`config.mk`:
```
export PLATFORM = sky130hd
export DESIGN_NAME = apb_requester_flat
export DESIGN_NICKNAME = d
export VERILOG_FILES = /design/src/rtl/apb_requester_if.sv /design/src/rtl/apb_requester.sv /design/src/flat_wrapper.sv
export SDC_FILE = /design/constraint.sdc
export NUM_CORES = 1
export LEC_CHECK = 0
export CELL_PAD_IN_SITES_DETAIL_PLACEMENT = 1
export CELL_PAD_IN_SITES_GLOBAL_PLACEMENT = 1
export CORE_MARGIN = 2
export CORE_UTILIZATION = 31
export CTS_CLUSTER_DIAMETER = 200
export DETAILED_ROUTE_END_ITERATION = 6
export PLACE_DENSITY = 0.84
export SYNTH_ARGS = -nofsm -noshare
export SYNTH_HDL_FRONTEND = slang
export SYNTH_SLANG_ARGS = --single-unit
```
`constraint.sdc`:
```
create_clock -name PCLK -period 4.4 [get_ports PCLK]
set_input_delay 0.88 -clock PCLK [delete_from_list [all_inputs] [get_ports PCLK]]
set_output_delay 0.88 -clock PCLK [all_outputs]
set_load 0.01 [all_outputs]
```
`src/rtl/apb_requester_if.sv`:
```
// Signal bundle between the local command/response port and the APB completer bus.
// The master modport is the requester's view: it drives the APB request and the response.
interface apb_requester_if #(
  parameter int ADDR_W = 32,
  parameter int DATA_W = 32,
  parameter int NSEL   = 2
);
  localparam int SEL_W = (NSEL > 1) ? $clog2(NSEL) : 1;

  // Local command port
  logic              cmd_valid;
  logic              cmd_ready;
  logic              cmd_write;
  logic [SEL_W-1:0]  cmd_sel;
  logic [ADDR_W-1:0] cmd_addr;
  logic [DATA_W-1:0] cmd_wdata;

  // Local response port
  logic              rsp_valid;
  logic              rsp_ready;
  logic [DATA_W-1:0] rsp_rdata;
  logic              rsp_err;
  logic              rsp_timeout;

  // APB bus
  logic [ADDR_W-1:0] PADDR;
  logic [NSEL-1:0]   PSELx;
  logic              PENABLE;
  logic              PWRITE;
  logic [DATA_W-1:0] PWDATA;
  logic              PREADY;
  logic [DATA_W-1:0] PRDATA;
  logic              PSLVERR;

  modport master (
    input  cmd_valid, cmd_write, cmd_sel, cmd_addr, cmd_wdata, rsp_ready,
    input  PREADY, PRDATA, PSLVERR,
    output cmd_ready, rsp_valid, rsp_rdata, rsp_err, rsp_timeout,
    output PADDR, PSELx, PENABLE, PWRITE, PWDATA
  );

  modport slave (
    output cmd_valid, cmd_write, cmd_sel, cmd_addr, cmd_wdata, rsp_ready,
    output PREADY, PRDATA, PSLVERR,
    input  cmd_ready, rsp_valid, rsp_rdata, rsp_err, rsp_timeout,
    input  PADDR, PSELx, PENABLE, PWRITE, PWDATA
  );
endinterface

```
`src/rtl/apb_requester.sv`:
```
// Single-outstanding APB requester: one local command becomes one APB transfer and one response.
// A wait-state counter aborts transfers to a completer that never raises PREADY.
module apb_requester #(
  parameter int ADDR_W         = 32,
  parameter int DATA_W         = 32,
  parameter int NSEL           = 2,
  parameter int TIMEOUT_CYCLES = 16
) (
  input  logic             PCLK,
  input  logic             PRESET,
  apb_requester_if.master  bus
);

  localparam int                CNT_W       = (TIMEOUT_CYCLES > 0) ? $clog2(TIMEOUT_CYCLES + 1) : 1;
  localparam bit                TIMEOUT_EN  = (TIMEOUT_CYCLES != 0);
  localparam logic [CNT_W-1:0]  TIMEOUT_VAL = CNT_W'(TIMEOUT_CYCLES);
  localparam logic [CNT_W-1:0]  CNT_MAX     = '1;
  localparam logic [NSEL-1:0]   SEL_ONE     = NSEL'(1);

  typedef enum logic [1:0] {
    IDLE   = 2'd0,
    SETUP  = 2'd1,
    ACCESS = 2'd2,
    RESP   = 2'd3
  } state_e;

  state_e            state_q,       state_d;
  logic [ADDR_W-1:0] paddr_q,       paddr_d;
  logic [NSEL-1:0]   psel_q,        psel_d;
  logic              penable_q,     penable_d;
  logic              pwrite_q,      pwrite_d;
  logic [DATA_W-1:0] pwdata_q,      pwdata_d;
  logic              rsp_valid_q,   rsp_valid_d;
  logic [DATA_W-1:0] rsp_rdata_q,   rsp_rdata_d;
  logic              rsp_err_q,     rsp_err_d;
  logic              rsp_timeout_q, rsp_timeout_d;
  logic [CNT_W-1:0]  wait_cnt_q,    wait_cnt_d;

  always_comb begin
    // NOTE: every signal assigned here gets a default first, so no path leaves one unassigned and no latch is inferred.
    state_d       = state_q;
    paddr_d       = paddr_q;
    psel_d        = psel_q;
    penable_d     = penable_q;
    pwrite_d      = pwrite_q;
    pwdata_d      = pwdata_q;
    rsp_valid_d   = rsp_valid_q;
    rsp_rdata_d   = rsp_rdata_q;
    rsp_err_d     = rsp_err_q;
    rsp_timeout_d = rsp_timeout_q;
    wait_cnt_d    = wait_cnt_q;

    unique case (state_q)
      IDLE: begin
        if (bus.cmd_valid) begin
          state_d    = SETUP;
          paddr_d    = bus.cmd_addr;
          pwrite_d   = bus.cmd_write;
          pwdata_d   = bus.cmd_write ? bus.cmd_wdata : '0;
          psel_d     = SEL_ONE << bus.cmd_sel;
          wait_cnt_d = '0;
        end
      end

      SETUP: begin
        state_d   = ACCESS;
        penable_d = 1'b1;
      end

      ACCESS: begin
        // PREADY is tested first so a completion in the timeout cycle is still honoured.
        if (bus.PREADY) begin
          state_d       = RESP;
          psel_d        = '0;
          penable_d     = 1'b0;
          rsp_valid_d   = 1'b1;
          rsp_rdata_d   = pwrite_q ? '0 : bus.PRDATA;
          rsp_err_d     = bus.PSLVERR;
          rsp_timeout_d = 1'b0;
        end else if (TIMEOUT_EN && (wait_cnt_q == TIMEOUT_VAL)) begin
          state_d       = RESP;
          psel_d        = '0;
          penable_d     = 1'b0;
          rsp_valid_d   = 1'b1;
          rsp_rdata_d   = '0;
          rsp_err_d     = 1'b1;
          rsp_timeout_d = 1'b1;
        end else if (wait_cnt_q != CNT_MAX) begin
          wait_cnt_d = wait_cnt_q + CNT_W'(1);
        end
      end

      RESP: begin
        if (bus.rsp_ready) begin
          state_d     = IDLE;
          rsp_valid_d = 1'b0;
        end
      end

      default: state_d = IDLE;
    endcase
  end

  always_ff @(posedge PCLK or posedge PRESET) begin
    if (PRESET) begin
      state_q       <= IDLE;
      paddr_q       <= '0;
      psel_q        <= '0;
      penable_q     <= 1'b0;
      pwrite_q      <= 1'b0;
      pwdata_q      <= '0;
      rsp_valid_q   <= 1'b0;
      rsp_rdata_q   <= '0;
      rsp_err_q     <= 1'b0;
      rsp_timeout_q <= 1'b0;
      wait_cnt_q    <= '0;
    end else begin
      // NOTE: non-blocking assignments so every flop samples the pre-edge value of its neighbours.
      state_q       <= state_d;
      paddr_q       <= paddr_d;
      psel_q        <= psel_d;
      penable_q     <= penable_d;
      pwrite_q      <= pwrite_d;
      pwdata_q      <= pwdata_d;
      rsp_valid_q   <= rsp_valid_d;
      rsp_rdata_q   <= rsp_rdata_d;
      rsp_err_q     <= rsp_err_d;
      rsp_timeout_q <= rsp_timeout_d;
      wait_cnt_q    <= wait_cnt_d;
    end
  end

  assign bus.cmd_ready   = (state_q == IDLE);
  assign bus.rsp_valid   = rsp_valid_q;
  assign bus.rsp_rdata   = rsp_rdata_q;
  assign bus.rsp_err     = rsp_err_q;
  assign bus.rsp_timeout = rsp_timeout_q;
  assign bus.PADDR       = paddr_q;
  assign bus.PSELx       = psel_q;
  assign bus.PENABLE     = penable_q;
  assign bus.PWRITE      = pwrite_q;
  assign bus.PWDATA      = pwdata_q;

endmodule
```
`src/flat_wrapper.sv`:
```
// flat-port wrapper written by rule: the top's interface ports become plain ports
module apb_requester_flat 
#(
  parameter int ADDR_W         = 32,
  parameter int DATA_W         = 32,
  parameter int NSEL           = 2,
  parameter int TIMEOUT_CYCLES = 16
)
  (PCLK, PRESET, bus_cmd_valid, bus_cmd_write, bus_cmd_sel, bus_cmd_addr, bus_cmd_wdata, bus_rsp_ready, bus_PREADY, bus_PRDATA, bus_PSLVERR, bus_cmd_ready, bus_rsp_valid, bus_rsp_rdata, bus_rsp_err, bus_rsp_timeout, bus_PADDR, bus_PSELx, bus_PENABLE, bus_PWRITE, bus_PWDATA);
  apb_requester_if #(.ADDR_W(ADDR_W), .DATA_W(DATA_W), .NSEL(NSEL)) bus_i ();
  input  logic PCLK;
  input  logic PRESET;
  input wire logic [$bits(bus_i.cmd_valid)-1:0] bus_cmd_valid;
  input wire logic [$bits(bus_i.cmd_write)-1:0] bus_cmd_write;
  input wire logic [$bits(bus_i.cmd_sel)-1:0] bus_cmd_sel;
  input wire logic [$bits(bus_i.cmd_addr)-1:0] bus_cmd_addr;
  input wire logic [$bits(bus_i.cmd_wdata)-1:0] bus_cmd_wdata;
  input wire logic [$bits(bus_i.rsp_ready)-1:0] bus_rsp_ready;
  input wire logic [$bits(bus_i.PREADY)-1:0] bus_PREADY;
  input wire logic [$bits(bus_i.PRDATA)-1:0] bus_PRDATA;
  input wire logic [$bits(bus_i.PSLVERR)-1:0] bus_PSLVERR;
  output wire logic [$bits(bus_i.cmd_ready)-1:0] bus_cmd_ready;
  output wire logic [$bits(bus_i.rsp_valid)-1:0] bus_rsp_valid;
  output wire logic [$bits(bus_i.rsp_rdata)-1:0] bus_rsp_rdata;
  output wire logic [$bits(bus_i.rsp_err)-1:0] bus_rsp_err;
  output wire logic [$bits(bus_i.rsp_timeout)-1:0] bus_rsp_timeout;
  output wire logic [$bits(bus_i.PADDR)-1:0] bus_PADDR;
  output wire logic [$bits(bus_i.PSELx)-1:0] bus_PSELx;
  output wire logic [$bits(bus_i.PENABLE)-1:0] bus_PENABLE;
  output wire logic [$bits(bus_i.PWRITE)-1:0] bus_PWRITE;
  output wire logic [$bits(bus_i.PWDATA)-1:0] bus_PWDATA;
  assign bus_i.cmd_valid = bus_cmd_valid;
  assign bus_i.cmd_write = bus_cmd_write;
  assign bus_i.cmd_sel = bus_cmd_sel;
  assign bus_i.cmd_addr = bus_cmd_addr;
  assign bus_i.cmd_wdata = bus_cmd_wdata;
  assign bus_i.rsp_ready = bus_rsp_ready;
  assign bus_i.PREADY = bus_PREADY;
  assign bus_i.PRDATA = bus_PRDATA;
  assign bus_i.PSLVERR = bus_PSLVERR;
  assign bus_cmd_ready = bus_i.cmd_ready;
  assign bus_rsp_valid = bus_i.rsp_valid;
  assign bus_rsp_rdata = bus_i.rsp_rdata;
  assign bus_rsp_err = bus_i.rsp_err;
  assign bus_rsp_timeout = bus_i.rsp_timeout;
  assign bus_PADDR = bus_i.PADDR;
  assign bus_PSELx = bus_i.PSELx;
  assign bus_PENABLE = bus_i.PENABLE;
  assign bus_PWRITE = bus_i.PWRITE;
  assign bus_PWDATA = bus_i.PWDATA;
  apb_requester #(.ADDR_W(ADDR_W), .DATA_W(DATA_W), .NSEL(NSEL), .TIMEOUT_CYCLES(TIMEOUT_CYCLES)) u_core (.PCLK(PCLK), .PRESET(PRESET), .bus(bus_i));
endmodule
```
==> results.txt <==
- Run status: finished clean
- The worst setup path is launched from a register.
- Most utilized layer in the global route result: met2
- Register cell area after layout: 0.002753 sq mm
* Final WL: 13.00 mm
* Power per Cell Area: between 600 and 700 mW/mm^2
- The floorplan has 44 rows.
- Headroom to the max-slew limit came out at a little over a quarter.
* Reg clk slew, reported paths: approximately 0.070 ns
- Port bufs: 207
- Distinct cell type count after synthesis: 36
- Count of maximum capacitance violations: 0
- STA puts the critical path data required time at approximately 3.5 ns.
- Via Count: 3,718
* Fraction of the yosys area taken by sequential cells: 61.15%
* Leakage power: 0.003170 uW
* Final sum of negative setup slack: 0 ns
* Ys async rst share: 100.0%
- Across every metal layer, demand over resource in global routing totals 17.25%.
- Worst setup skew after layout: 0.007416 ns
* Combined area of the multi-input logic cells: 0.001605 sq mm
- Yosys mapped a number of flops with a built-in enable equal to 0.
- The first global-routing pass estimated 21.60 mm of wire.
- The longest clock path from root to sink contains 2 buffers.
* Post-synth net total: 489
- In this run the most critical hold path is launched from u_core.bus.rsp_rdata[18]$_DFFE_PP0P_.
- Clock buffer count from CTS: 9
- In this run the critical register-to-register path is launched from u_core.state_q[0]$_DFFE_PP0P_.
- Die Footprint: roughly 0.016 sq mm
* Vertical die dimension: approximately 120 microns
- Endpoint type of the worst setup path: output port
- In this run the biggest area consumer among cell types represents 61.15% of the synthesized area.
* Peak supply drop: approximately 0.28 mV
- The most used flip-flop cell after synthesis is dfrtp_1.
* Synth warnings: 0
* Hold Path Stages: 1
- The smallest clock period supported by the final layout is computed as 2.718 ns.
- After the first detailed-routing iteration, the DRC count stood at 89.
- The total overflow left after global routing is 0.
* Worst hold path type: register to register
* Area of the placeable core: roughly 0.014 sq mm
- End of the worst hold path: u_core.bus.rsp_rdata[18]$_DFFE_PP0P_
- The wire-length estimate of the detail-placed layout is about 9.5 mm.
* Cell accounting for the most synthesized area: dfrtp_1
* Layout cell share with drive strength beyond 1: 6.885%
- Final period utilization: 61.77%
* First drt pass iteration count: 4
- Global routing usage on met2: 29.93%
- Buffers inserted by post-CTS timing repair: 0
- In the final routed layout, each cell accounts on average for 16.99 microns.
- Hold Vio Cnt, Final: 0
* Least-Margin Pin Slew: 1.088 ns
- Cts repair resizes: 0
* Area delta synth->final: 56.20%
- Root Buffer Master: clkbuf_16
- Nets@finish: 686
* DR vias/cell: 4.860
- For this configuration, the core starts out at a cell density of 31.33%.
- From left edge to right edge, the die measures 124.5 microns.
- The via count of the first global-routing pass was slightly above 4,000.
- Ranked by total cell area, the synthesized netlist is headed by dfrtp_1, nand2_1, mux2_1, mux2_2, a22o_1.
* TritonCTS Sinks: 110
- Entering global routing, the biggest net connects 98 pins.
- Once placement finished, the instance area stood at approximately 0.0067 sq mm.
- Routability-driven placement finished with a final weighted congestion of between 0.7 and 0.8.
* Worst setup path class: register to output port
- The clock reaches the later pin of the worst-skew pair after around 0.34 ns.
- Number of ports placed on the die boundary: between 200 and 250
- Post-synthesis sequential element count: 110
- Commonest cells in the netlist: dfrtp_1, nand2_1, o21ai_1, mux2_1, a22o_1
* Final routed DRC violation total: 0
* Number of routed nets with antenna violations: 0
- The H-tree was split into 3 levels.
- Critical-path maximum fanout: 9
- GR met1 Demand/Resource: 19.84%
- Total count of max-transition violations in the final report: 0
- CTS tree: yes
* Depth of the worst register-to-register path: 4
- Leading cell type by number of instances after synthesis: dfrtp_1
- For the worst setup path, the data arrival time is 1.84 ns.
- Minimum setup slack among reg-to-reg paths: about 2.2 ns
- Setup repair after global routing missed its margin: false
- Synthesis handed over a netlist of approximately 380 instances.
- Total power after layout: 4672 uW
- The number of antenna diodes in the final layout is 0.
- Hold-fix buffers, CTS: 0
- For this run, the top clock speed supported by timing is 367.9 MHz.
- The worst register-to-register path ends at u_core.bus.PADDR[29]$_DFFE_PP0P_.
- Initial antenna violation count: 0
- Each instance of the synthesized netlist takes up on average 11.88 sq um.
* Number of fillers in the final layout: ~1,500
- Combined area of all synthesized cells: ~0.0045 sq mm
* Final setup fails: 0
* Met3 track utilization from global routing: about 6.4%
* Post-route standard cell area excluding fillers: approximately 0.007 sq mm
## kinds of logic after synthesis
| family | Yosys count | synth area share, % |
|---|---|---|
| fa+ha+maj | 6 | 1.668 |
| flops | 110 | 61.15 |
| simple gates | 106 | 12.09 |
| compound gates | 87 | 12.79 |
| mux | 36 | 8.949 |
| buf+inv | 34 | 3.363 |
## metrics by stage
| step | cells | setup WS, ns | utilization [%] | hold slack (ns) |
|---|---|---|---|---|
| 2_1_floorplan | 379 | 0.6177 | - | 0.4960 |
| 4_1_cts | 765 | 1.664 | 48.94 | 0.4824 |
| 6_report | 765 | 1.682 | 48.94 | 0.4804 |
| 3_3_place_gp | 749 | 1.616 | 46.84 | 0.4610 |
| 3_5_place_dp | 749 | 1.516 | 46.84 | 0.4669 |
| 5_1_grt | 765 | 1.593 | 48.94 | 0.5046 |
## state kept, by name, summed over array words and instances (netlist names)
signal and flops:
u_core.bus.PSELx 2, u_core.bus.rsp_timeout 1, u_core.bus.PENABLE 1, u_core.bus.PWRITE 1
u_core.bus.rsp_err 1, u_core.bus.rsp_rdata 32, u_core.bus.PWDATA 32, u_core.state_q 2
u_core.bus.PADDR 32, u_core.wait_cnt_q 5, u_core.bus.rsp_valid 1
## critical path, cell delays in order (launching register included)
cell and delay (ns):
dfrtp_1 0.39, inv_1 0.11, ha_1 0.39, clkdlybuf4s50_1 0.61
## how the worst max path moves through the flow
| stage | from | endpoint | slack [ns] | cells past startpoint |
|---|---|---|---|---|
| 3_3_place_gp | bus_PREADY | u_core.bus.rsp_rdata[14]$_DFFE_PP0P_ | 1.62 | 4 |
| 2_1_floorplan | PRESET | u_core.bus.PADDR[0]$_DFFE_PP0P_ | 0.62 | 1 |
| 3_5_place_dp | bus_PREADY | u_core.bus.rsp_rdata[8]$_DFFE_PP0P_ | 1.52 | 4 |
| 5_1_grt | u_core.state_q[0]$_DFFE_PP0P_ | bus_cmd_ready | 1.59 | 3 |
| 4_1_cts | u_core.state_q[0]$_DFFE_PP0P_ | bus_cmd_ready | 1.66 | 3 |
| 6_report | u_core.state_q[0]$_DFFE_PP0P_ | bus_cmd_ready | 1.68 | 3 |
## where the power goes
group | internal, uW | total (uW) | switching, uW
logic | 1210 | 2090 | 882
registers | 1460 | 1750 | 285
clock network | 471 | 833 | 362
## placed cells by master, fill, tap and decap left out, drive strengths merged, types with 2 or more instances in the layout
master | Yosys | layout
buf | 15 | 5
a21oi | 5 | 5
o311ai | 2 | 2
and4b | 15 | 15
clkdlybuf4s50 | 0 | 207
ha | 6 | 6
nand2b | 7 | 7
nor2b | 2 | 2
nor2 | 3 | 3
inv | 8 | 8
clkinv | 0 | 3
dfrtp | 110 | 110
a22o | 18 | 18
nand3 | 3 | 3
a21o | 17 | 17
mux2 | 34 | 34
mux2i | 2 | 2
nand2 | 70 | 70
clkbuf | 11 | 12
o21ai | 38 | 38
## layer usage
| layer | part of all wire (%) | up-vias |
|---|---|---|
| met5 | 0 | - |
| met2 | 50 | 139 |
| li1 | - | 1714 |
| met1 | 40 | 1854 |
| met3 | 8.7 | 11 |
| met4 | 1.3 | 0 |
## area by class of cell
cell class / instances / area share [%]
tap: 184 / 3.274
multi-input combinational: 235 / 22.83
sequential: 110 / 39.15
clock inverter: 4 / 0.6406
inverter: 8 / 0.4626
clock buffer: 12 / 3.648
timing repair buffer: 212 / 30.00
No activity file was read; power rests on OpenSTA's default activity.
